**src/rtl/game_status_ctrl.sv**
```systemverilog
// game_status_ctrl
//   Once-per-frame pacman/ghost collision check plus the game state machine
//   (IDLE/PLAY/HIT/OVER). Tracks lives, a saturating score, the post-respawn
//   invulnerability window and the frozen HIT interval.
//
// Ports
//   clk_i, clrn_i            clock, async active-low reset
//   frame_tick_i             one-cycle pulse per video frame
//   start_i                  level start/restart request (IDLE, OVER)
//   pellet_eaten_i           one-cycle pulse per pellet
//   pac_x_i, pac_y_i         pacman position
//   ghost_x_i, ghost_y_i     packed ghost positions, ghost g at [g*COORD_W +: COORD_W]
//   state_o                  0 IDLE, 1 PLAY, 2 HIT, 3 OVER
//   lives_o, score_o         lives remaining, binary score
//   invuln_o                 invulnerability counter non-zero
//   hit_vec_o                registered per-ghost collision flags
//   hit_pulse_o, respawn_o   one-cycle event pulses
//   over_o                   state_o == OVER

// Per-ghost proximity test: |dx| < R and |dy| < R, computed one bit wider
// than the coordinates so the difference never wraps.
module ghost_hit_lane #(
  parameter int COORD_W    = 10,
  parameter int HIT_RADIUS = 16
) (
  input  logic [COORD_W-1:0] pac_x_i,
  input  logic [COORD_W-1:0] pac_y_i,
  input  logic [COORD_W-1:0] gh_x_i,
  input  logic [COORD_W-1:0] gh_y_i,
  output logic               hit_o
);
  localparam logic [COORD_W:0] ONE = (COORD_W+1)'(1);
  localparam logic [COORD_W:0] RAD = (COORD_W+1)'(HIT_RADIUS);

  logic [COORD_W:0] dx, dy, adx, ady;

  assign dx  = {1'b0, pac_x_i} - {1'b0, gh_x_i};
  assign dy  = {1'b0, pac_y_i} - {1'b0, gh_y_i};
  assign adx = dx[COORD_W] ? (~dx + ONE) : dx;
  assign ady = dy[COORD_W] ? (~dy + ONE) : dy;
  assign hit_o = (adx < RAD) && (ady < RAD);
endmodule

module game_status_ctrl #(
  parameter int NUM_GHOSTS    = 4,
  parameter int COORD_W       = 10,
  parameter int HIT_RADIUS    = 16,
  parameter int LIVES         = 3,
  parameter int HIT_FRAMES    = 60,
  parameter int INVULN_FRAMES = 120,
  parameter int PELLET_PTS    = 10,
  parameter int SCORE_W       = 16
) (
  input  logic                          clk_i,
  input  logic                          clrn_i,
  input  logic                          frame_tick_i,
  input  logic                          start_i,
  input  logic                          pellet_eaten_i,
  input  logic [COORD_W-1:0]            pac_x_i,
  input  logic [COORD_W-1:0]            pac_y_i,
  input  logic [NUM_GHOSTS*COORD_W-1:0] ghost_x_i,
  input  logic [NUM_GHOSTS*COORD_W-1:0] ghost_y_i,
  output logic [1:0]                    state_o,
  output logic [2:0]                    lives_o,
  output logic [SCORE_W-1:0]            score_o,
  output logic                          invuln_o,
  output logic [NUM_GHOSTS-1:0]         hit_vec_o,
  output logic                          hit_pulse_o,
  output logic                          respawn_o,
  output logic                          over_o
);
  typedef enum logic [1:0] {IDLE = 2'd0, PLAY = 2'd1, HIT = 2'd2, OVER = 2'd3} state_t;

  localparam int HCW = $clog2(HIT_FRAMES + 1);
  localparam int ICW = $clog2(INVULN_FRAMES + 1);
  localparam logic [HCW-1:0]     HIT_LD  = HCW'(HIT_FRAMES);
  localparam logic [HCW-1:0]     HIT_ONE = HCW'(1);
  localparam logic [ICW-1:0]     INV_LD  = ICW'(INVULN_FRAMES);
  localparam logic [ICW-1:0]     INV_ONE = ICW'(1);
  localparam logic [2:0]         LIVES_LD = 3'(LIVES);
  localparam logic [SCORE_W:0]   PTS     = (SCORE_W+1)'(PELLET_PTS);

  state_t                 state_q, state_d;
  logic [2:0]             lives_q, lives_d;
  logic [SCORE_W-1:0]     score_q, score_d;
  logic [ICW-1:0]         inv_q, inv_d;
  logic [HCW-1:0]         hcnt_q, hcnt_d;
  logic [NUM_GHOSTS-1:0]  hit_vec_q, hit_vec_d, hit_now;
  logic                   eval_q, eval_d;
  logic                   hit_pulse_q, hit_pulse_d;
  logic                   respawn_q, respawn_d;
  logic                   accept, restart;
  logic [SCORE_W:0]       score_sum;

  // Collision stage: one lane per ghost
  for (genvar g = 0; g < NUM_GHOSTS; g++) begin : g_lane
    ghost_hit_lane #(.COORD_W(COORD_W), .HIT_RADIUS(HIT_RADIUS)) u_lane (
      .pac_x_i (pac_x_i),
      .pac_y_i (pac_y_i),
      .gh_x_i  (ghost_x_i[g*COORD_W +: COORD_W]),
      .gh_y_i  (ghost_y_i[g*COORD_W +: COORD_W]),
      .hit_o   (hit_now[g])
    );
  end

  // Any number of overlapping ghosts is a single hit. The counter value used
  // here is pre-decrement even when a tick lands in the same cycle.
  assign accept  = (state_q == PLAY) && eval_q && (|hit_vec_q) && (inv_q == '0);
  assign restart = ((state_q == IDLE) || (state_q == OVER)) && start_i;
  assign score_sum = {1'b0, score_q} + PTS;

  // State register (plus datapath registers)
  always_ff @(posedge clk_i or negedge clrn_i) begin
    if (!clrn_i) begin
      state_q     <= IDLE;
      lives_q     <= '0;
      score_q     <= '0;
      inv_q       <= '0;
      hcnt_q      <= '0;
      hit_vec_q   <= '0;
      eval_q      <= 1'b0;
      hit_pulse_q <= 1'b0;
      respawn_q   <= 1'b0;
    end else begin
      state_q     <= state_d;
      lives_q     <= lives_d;
      score_q     <= score_d;
      inv_q       <= inv_d;
      hcnt_q      <= hcnt_d;
      hit_vec_q   <= hit_vec_d;
      eval_q      <= eval_d;
      hit_pulse_q <= hit_pulse_d;
      respawn_q   <= respawn_d;
    end
  end

  // Next-state logic
  always_comb begin
    state_d = state_q;
    unique case (state_q)
      IDLE, OVER: if (start_i) state_d = PLAY;
      PLAY:       if (accept) state_d = (lives_q == 3'd1) ? OVER : HIT;
      HIT:        if (frame_tick_i && hcnt_q == HIT_ONE) state_d = PLAY;
      default:    state_d = IDLE;
    endcase
  end

  // Datapath / output next values
  always_comb begin
    lives_d     = lives_q;
    score_d     = score_q;
    inv_d       = inv_q;
    hcnt_d      = hcnt_q;
    hit_vec_d   = frame_tick_i ? hit_now : hit_vec_q;
    eval_d      = frame_tick_i;
    hit_pulse_d = 1'b0;
    respawn_d   = 1'b0;

    if (restart) begin
      lives_d = LIVES_LD;
      score_d = '0;
      inv_d   = '0;
      hcnt_d  = '0;
    end else if (state_q == PLAY) begin
      if (pellet_eaten_i)
        score_d = score_sum[SCORE_W] ? '1 : score_sum[SCORE_W-1:0];
      if (frame_tick_i && inv_q != '0)
        inv_d = inv_q - INV_ONE;
      if (accept) begin
        hit_pulse_d = 1'b1;
        lives_d     = lives_q - 3'd1;
        if (lives_q != 3'd1) hcnt_d = HIT_LD;
      end
    end else if (state_q == HIT && frame_tick_i) begin
      if (hcnt_q == HIT_ONE) begin
        respawn_d = 1'b1;
        inv_d     = INV_LD;
        hcnt_d    = '0;
      end else begin
        hcnt_d = hcnt_q - HIT_ONE;
      end
    end
  end

  assign state_o     = state_q;
  assign lives_o     = lives_q;
  assign score_o     = score_q;
  assign invuln_o    = (inv_q != '0);
  assign hit_vec_o   = hit_vec_q;
  assign hit_pulse_o = hit_pulse_q;
  assign respawn_o   = respawn_q;
  assign over_o      = (state_q == OVER);
endmodule

```
**config.mk**
```make
export PLATFORM = sky130hd
export DESIGN_NAME = game_status_ctrl
export DESIGN_NICKNAME = d
export VERILOG_FILES = /design/src/rtl/game_status_ctrl.sv
export SDC_FILE = /design/constraint.sdc
export NUM_CORES = 1
export LEC_CHECK = 0
export ABC_AREA = 1
export CELL_PAD_IN_SITES_DETAIL_PLACEMENT = 0
export CELL_PAD_IN_SITES_GLOBAL_PLACEMENT = 1
export CORE_UTILIZATION = 34
export CTS_BUF_LIST = sky130_fd_sc_hd__clkbuf_4 sky130_fd_sc_hd__clkbuf_8
export DETAILED_ROUTE_END_ITERATION = 12
export GPL_TIMING_DRIVEN = 0
export PLACE_DENSITY = 0.9
export SLEW_MARGIN = 25
export SYNTH_ARGS = -nofsm -noshare
export SYNTH_HDL_FRONTEND = slang
export SYNTH_SLANG_ARGS = --single-unit
```
**constraint.sdc**
```tcl
create_clock -name clk_i -period 1.54 [get_ports clk_i]
set_input_delay 0.385 -clock clk_i [delete_from_list [all_inputs] [get_ports clk_i]]
set_output_delay 0.385 -clock clk_i [all_outputs]
set_load 0.05 [all_outputs]
```
# Word-level counts from Yosys, hierarchy flattened

Index checks and enable logic that the tools add are counted.

Add/sub/neg operators: 20
$lt $le $gt $ge: 8
Eq/ne operators: 12
Muxes and demuxes: 38
Bitwise logic cells: 8
Reduce and logical (&&, ||, !) cells: 27

Operator list:

| operator                                                                      | number |
|---|---|
| 11-bit by 1-bit adder with 11-bit output, second input constant               | 8 |
| 11-bit by 5-bit less-than comparator with 1-bit output, second input constant | 8 |
| 11-bit 2-to-1 mux                                                             | 8 |
| 11-bit inverter                                                               | 8 |
| 10-bit by 10-bit subtractor with 11-bit output                                | 8 |
| 16-bit 2-to-1 mux                                                             | 4 |
| 6-bit 2-to-1 mux                                                              | 6 |
| 7-bit 2-to-1 mux                                                              | 5 |
| 16-bit by 4-bit adder with 17-bit output, second input constant               | 1 |
| 1-bit logical AND                                                             | 11 |
| 3-bit 2-to-1 mux                                                              | 3 |
| 3-bit AND reduction                                                           | 3 |
| 1-bit 2-to-1 mux                                                              | 8 |
| 7-bit zero test                                                               | 1 |
| 7-bit nonzero test                                                            | 1 |
| 7-bit by 1-bit subtractor with 7-bit output, second input constant            | 1 |
| 6-bit by 1-bit == test with 1-bit output, second input constant               | 1 |
| 2-bit 2-to-1 mux                                                              | 3 |
| 2-bit inequality test, second input constant                                  | 3 |
| 3-bit by 2-bit inequality test with 1-bit output, second input constant       | 2 |
| 2-bit case mux with 3 select lines                                            | 1 |
| 2-bit nonzero test                                                            | 3 |
| 3-bit nonzero test                                                            | 2 |
| 6-bit by 1-bit subtractor with 6-bit output, second input constant            | 1 |
| other kinds (11)                                                              | 13 |

Register bits after elaboration: 41
Input port bits: 105

# Depth between registers and ports, before layout

Depth after elaboration: 7
Gate-level depth with buffers: 20
Gate-level depth less buffers: 20

# Hierarchy

Synthesis repeated with hierarchy kept, for this count alone.

Cells, all modules: 1539
Area, all modules: 8604.5 µm²

By module, submodules not included:

| module                                 | instances | cells each | area an instance (µm²) | sequential area each (µm²) |
|---|---|---|---|---|
| ghost_hit_lane at g_lane[0].u_lane ... | 3         | 301        | 1502.7                 | 0.0 |
| game_status_ctrl                       | 1         | 335        | 2571.2                 | 1026.0 |
| ghost_hit_lane at g_lane[1].u_lane     | 1         | 301        | 1525.2                 | 0.0 |

# Worst setup path after synthesis

OpenSTA, ideal clock, no wires.

Path kind: input to register
Start point: in pac_y_i[0]
End point: reg hit_vec_q[2], in the netlist hit_vec_o[2]
Setup time: 0.066 ns
Data arrival time: 2.049 ns
Data required time: 1.474 ns
Slack: -0.575 ns
Cell stages on the path: 15
Cell sequence: inv_1 > ha_1 > inv_1 > fa_1 > nand2_1 > nand2_1 > nand3_1 > nand2_1 > a21oi_4 > nand3_1 > nand2_1 > nand2_1 > nor2_1 > nand4_1 > nand2_1

Cells in the longest elaborated chain, start to end: 6

RTL lines:

| item                                                     | line | source |
|---|---|---|
| start: declaration                                       | 60   | `input logic [COORD_W-1:0] pac_y_i,` |
| 10-bit by 10-bit subtractor with 11-bit output *         | 38   | `assign dy = {1'b0, pac_y_i} - {1'b0, gh_y_i};` |
| 11-bit inverter                                          | 40   | `assign ady = dy[COORD_W] ? (~dy + ONE) : dy;` |
| 11-bit by 1-bit adder with 11-bit output                 | 40   |  |
| 11-bit 2-to-1 mux *                                      | 40   |  |
| 11-bit by 5-bit less-than comparator with 1-bit output * | 41   | `assign hit_o = (adx < RAD) && (ady < RAD);` |
| 1-bit logical AND *                                      | 41   |  |
| end signal: assignment                                   | 130  | `hit_vec_q <= hit_vec_d;` |
| end: declaration                                         | 88   | `logic [NUM_GHOSTS-1:0] hit_vec_q, hit_vec_d, hit_now;` |

Every way passes the cells marked *; elsewhere a longest branch is shown, timed or not.
A chain may end at the register's enable or synchronous reset.

# Worst setup path after layout

Start point: in pac_x_i[0]
End point: reg hit_vec_q[1], in the netlist hit_vec_o[1]

Cells in the longest elaborated chain, start to end: 6

RTL lines:

| item                                                     | line | source |
|---|---|---|
| start: declaration                                       | 59   | `input logic [COORD_W-1:0] pac_x_i,` |
| 10-bit by 10-bit subtractor with 11-bit output *         | 37   | `assign dx = {1'b0, pac_x_i} - {1'b0, gh_x_i};` |
| 11-bit inverter                                          | 39   | `assign adx = dx[COORD_W] ? (~dx + ONE) : dx;` |
| 11-bit by 1-bit adder with 11-bit output                 | 39   |  |
| 11-bit 2-to-1 mux *                                      | 39   |  |
| 11-bit by 5-bit less-than comparator with 1-bit output * | 41   |  |
| 1-bit logical AND *                                      | 41   |  |

Marked as above.

==> metrics <==
Sink Count=41; Clock H-tree levels=2; minimum setup slack among reg-to-reg paths=-0.20 ns; initial core utilization=about a third; number of max-cap violations=0; warning count from the yosys run=0; root buffer selected by CTS=sky130_fd_sc_hd__clkbuf_8; post-route setup TNS=-5.39 ns; type of element capturing the critical path=flop; IO Count=roughly 130; clock transition at the registers of the reported paths=0.08 ns; violations in the final reports=setup timing; ant diodes=0; insertion delay to the later sink of the worst-skew pair=~0.3 ns; type of element launching the critical path=input port; number of violations reported at the end of detailed-routing iteration 0=415; Layout Nets=approximately 1,800; syn avg cell area=between 5 and 6 sq um; number of detailed-route iterations in the first pass=5; weighted congestion at the end of routability-driven global placement=~0.9; via count of the first global-routing pass=8,734; clock tree buffer depth=2; post-synthesis net count=approximately 1,600; Placeable Area=roughly 0.022 sq mm; transition time at the pin with the least slew margin=a little under 0.5 ns; clk_skew=0.00663 ns; Avg Vias per Cell=around 4.9; number of rows in the core area=54; worst path arrival time=roughly 2.4 ns; worst-path fanout max=4; final setup violating endpoints=38; most frequent cells in the layout=sky130_fd_sc_hd__nand2_1, sky130_fd_sc_hd__inv_1, sky130_fd_sc_hd__nand3_1; Total Die Area=0.0234 sq mm; vias after detailed routing=slightly above 9,000; cell area after synthesis=approximately 0.0078 sq mm; wire per inst=approximately 13 microns; worst reg2reg path startpoint=state_o[0]; clock period minus final worst setup slack=approximately 2.1 ns; final hold violation count=0; post-route design area=0.0122 sq mm; worst r2r path cells=9; worst endpoint required time=1.77 ns; width of the die=about 150 microns; endpoint of the worst-slack reg-to-reg timing path=hcnt_q[5]; Peak VDD IR=just over 0.5 mV; Static Leakage=approximately 6.3 nW; wire length of the first global-routing pass=41,400 microns; port bufs=~130; Pwr per Cell Area=between 800 and 900 mW/mm^2; Cells after Synth=1,382; total power consumption of the routed design=slightly below 10 mW; most used flip-flop cell after synthesis=sky130_fd_sc_hd__dfrtp_1; worst hold path class=input port to async pin; pin count of the biggest net entering global routing=28; status=complete, but fails checks; final HPWL from detailed placement=about 18,000 microns; cell area after placement=0.00977 sq mm; post-detailed-routing wire length=25,400 microns; final setup slack of the worst path=-0.573 ns; share of async-settable or async-resettable flops after synthesis=between 90% and 100%; TritonCTS clock tree=yes; DRC violation count after routing=0; relative slew slack=about two thirds; most common library cell in the layout ignoring fill and taps=sky130_fd_sc_hd__nand2_1; number of distinct library cells after synthesis=42; total congestion overflow after global routing=0; combined global-route utilization of all metal layers=between 20% and 30%; remaining antenna violation count after routing=0; setup repair after global routing missed its margin=true; flop and latch count out of synthesis=between 40 and 50; area delta synth->final=57.6%; highest achievable clock rate=between 400 and 500 MHz; DIE HEIGHT=~150 microns; sequential share of the synthesized area=13.2%; kind of critical path=input port to flop; layout cells sized above 1=between 30 and 40%; total clock buffers created by CTS=5; portion of the clock cycle consumed by the worst path in the final layout=137%; count of final max-slew check failures=0; initial antenna violation count=0; core utilization of the finished layout=55.3%; number of synthesized flops with an enable pin=0
critical path, stage by stage:
cell and delay, ns:
sky130_fd_sc_hd__buf_12 0.11, sky130_fd_sc_hd__inv_16 0.06, sky130_fd_sc_hd__ha_4 0.13, sky130_fd_sc_hd__inv_4 0.04, sky130_fd_sc_hd__fa_2 0.41, sky130_fd_sc_hd__xor2_1 0.18
sky130_fd_sc_hd__nor2_1 0.14, sky130_fd_sc_hd__nand3_2 0.13, sky130_fd_sc_hd__buf_6 0.15, sky130_fd_sc_hd__buf_6 0.10, sky130_fd_sc_hd__nand3_2 0.06, sky130_fd_sc_hd__nand2_1 0.05
sky130_fd_sc_hd__nor2_1 0.09, sky130_fd_sc_hd__nand2_1 0.06, sky130_fd_sc_hd__nor2_2 0.11, sky130_fd_sc_hd__nand2_2 0.08, sky130_fd_sc_hd__nand2_1 0.06
registers in the layout, indices dropped and copies added (netlist names), 2 cells and up:
register	flops
inv_q	7
state_o	2
hcnt_q	6
hit_vec_o	4
score_o	16
lives_o	3
where the power goes:
part           switching (mW)  total (mW)  leakage, nW  internal, mW
Combinational            4.27        7.56         5.71          3.29
Sequential              0.248        1.59        0.517          1.34
Clock                   0.402       0.716       0.0439         0.313
Total                    4.92        9.86         6.28          4.94
worst max path at each step:
stage / end / cells after the start / startpoint / slack (ns)
finish: hit_vec_o[1] / 17 / pac_x_i[0] / -0.57
detailed placement: hit_vec_o[2] / 18 / pac_x_i[0] / -1.41
floorplan: hit_vec_o[2] / 16 / pac_y_i[0] / -0.44
global route: hit_vec_o[2] / 13 / ghost_y_i[25] / -0.70
global placement: hit_vec_o[1] / 16 / pac_x_i[0] / -1.38
CTS: hit_vec_o[2] / 15 / ghost_x_i[20] / -0.51
area by class of cell:
cell class	instances	area (sq um)
Buffer	3	36.3
Clock buffer	5	68.8
Fill cell	2047	9870
Clock inverter	3	17.5
Sequential cell	41	1040
Multi-Input combinational cell	1049	7550
Timing Repair Buffer	220	2040
Tap cell	280	350
Inverter	287	1120
metrics by stage:
step           hold slack [ns]  std cells  setup slack, ns
6_report              0.000152       1888           -0.573
4_1_cts                 0.0198       1869           -0.506
2_1_floorplan           0.0894       1382           -0.437
5_1_grt                 0.0368       1888           -0.698
3_3_place_gp             0.477       1795            -1.38
3_5_place_dp             0.333       1796            -1.41
Yosys cell counts, types with 2 or more instances:
library cell               instances  area (sq um)
sky130_fd_sc_hd__nand2_1         493          1850
sky130_fd_sc_hd__inv_1           277          1040
sky130_fd_sc_hd__nand3_1         134           671
sky130_fd_sc_hd__nor2_1          123           462
sky130_fd_sc_hd__ha_1             91          1140
sky130_fd_sc_hd__a21oi_1          49           245
sky130_fd_sc_hd__dfrtp_1          41          1030
sky130_fd_sc_hd__o21ai_0          20           100
sky130_fd_sc_hd__nand3b_1         17           128
sky130_fd_sc_hd__xor2_1           16           140
sky130_fd_sc_hd__nand4_1          13          81.3
sky130_fd_sc_hd__inv_2            10          37.5
sky130_fd_sc_hd__o21bai_1          9          67.6
sky130_fd_sc_hd__fa_1              8           160
sky130_fd_sc_hd__o211ai_1          8          60.1
sky130_fd_sc_hd__nand3_2           7          70.1
sky130_fd_sc_hd__o22ai_1           7          43.8
sky130_fd_sc_hd__nand2_2           6          37.5
sky130_fd_sc_hd__nor3_1            6          30.0
sky130_fd_sc_hd__a31oi_1           5          31.3
sky130_fd_sc_hd__nor2_2            4          25.0
sky130_fd_sc_hd__o221ai_1          4          35.0
sky130_fd_sc_hd__xnor2_1           4          35.0
sky130_fd_sc_hd__a21oi_2           3          26.3
sky130_fd_sc_hd__o21ai_1           3          15.0
sky130_fd_sc_hd__a21oi_4           2          32.5
sky130_fd_sc_hd__buf_6             2          22.5
sky130_fd_sc_hd__clkbuf_1          2          7.51
sky130_fd_sc_hd__nor4_1            2          12.5
sky130_fd_sc_hd__or2_0             2          12.5
sky130_fd_sc_hd__or2_1             2          12.5
sky130_fd_sc_hd__or2_4             2          17.5
repair_timing:
| item | 4_1_cts | 5_1_grt |
|---|---|---|
| gates cloned | 3 | 0 |
| setup endpoints to repair | 66 | 48 |
| hold endpoints to repair | 0 | 0 |
| buffers inserted | 64 | 21 |
| hold buffers | 0 | 0 |
| resized for setup | 489 | 124 |
| pin swaps | 150 | 102 |
metal layers:
layer | share of wire (%) | vias to the layer above | wire length (microns) | global-route usage (%)
met1 | 46 | 4204 | 11700 | 27.5
met2 | 50 | 163 | 12600 | 38.6
met5 | 0 | - | 0 | 0
li1 | - | 4777 | - | -
met3 | 3.1 | 27 | 782 | 1.81
met4 | 1.1 | 0 | 267 | 2.60
logic make-up after synthesis:
| group | after synthesis | synth area share [%] |
|---|---|---|
| adder cells (fa/ha/maj) | 99 | 16.7 |
| buffers and inverters | 293 | 14.4 |
| flip-flops | 41 | 13.2 |
| AND/OR/NAND/NOR | 814 | 44.3 |
| AO/OA/AOI/OAI | 115 | 9.01 |
| XOR/XNOR | 20 | 2.26 |
No activity file was read; power rests on OpenSTA's default activity.
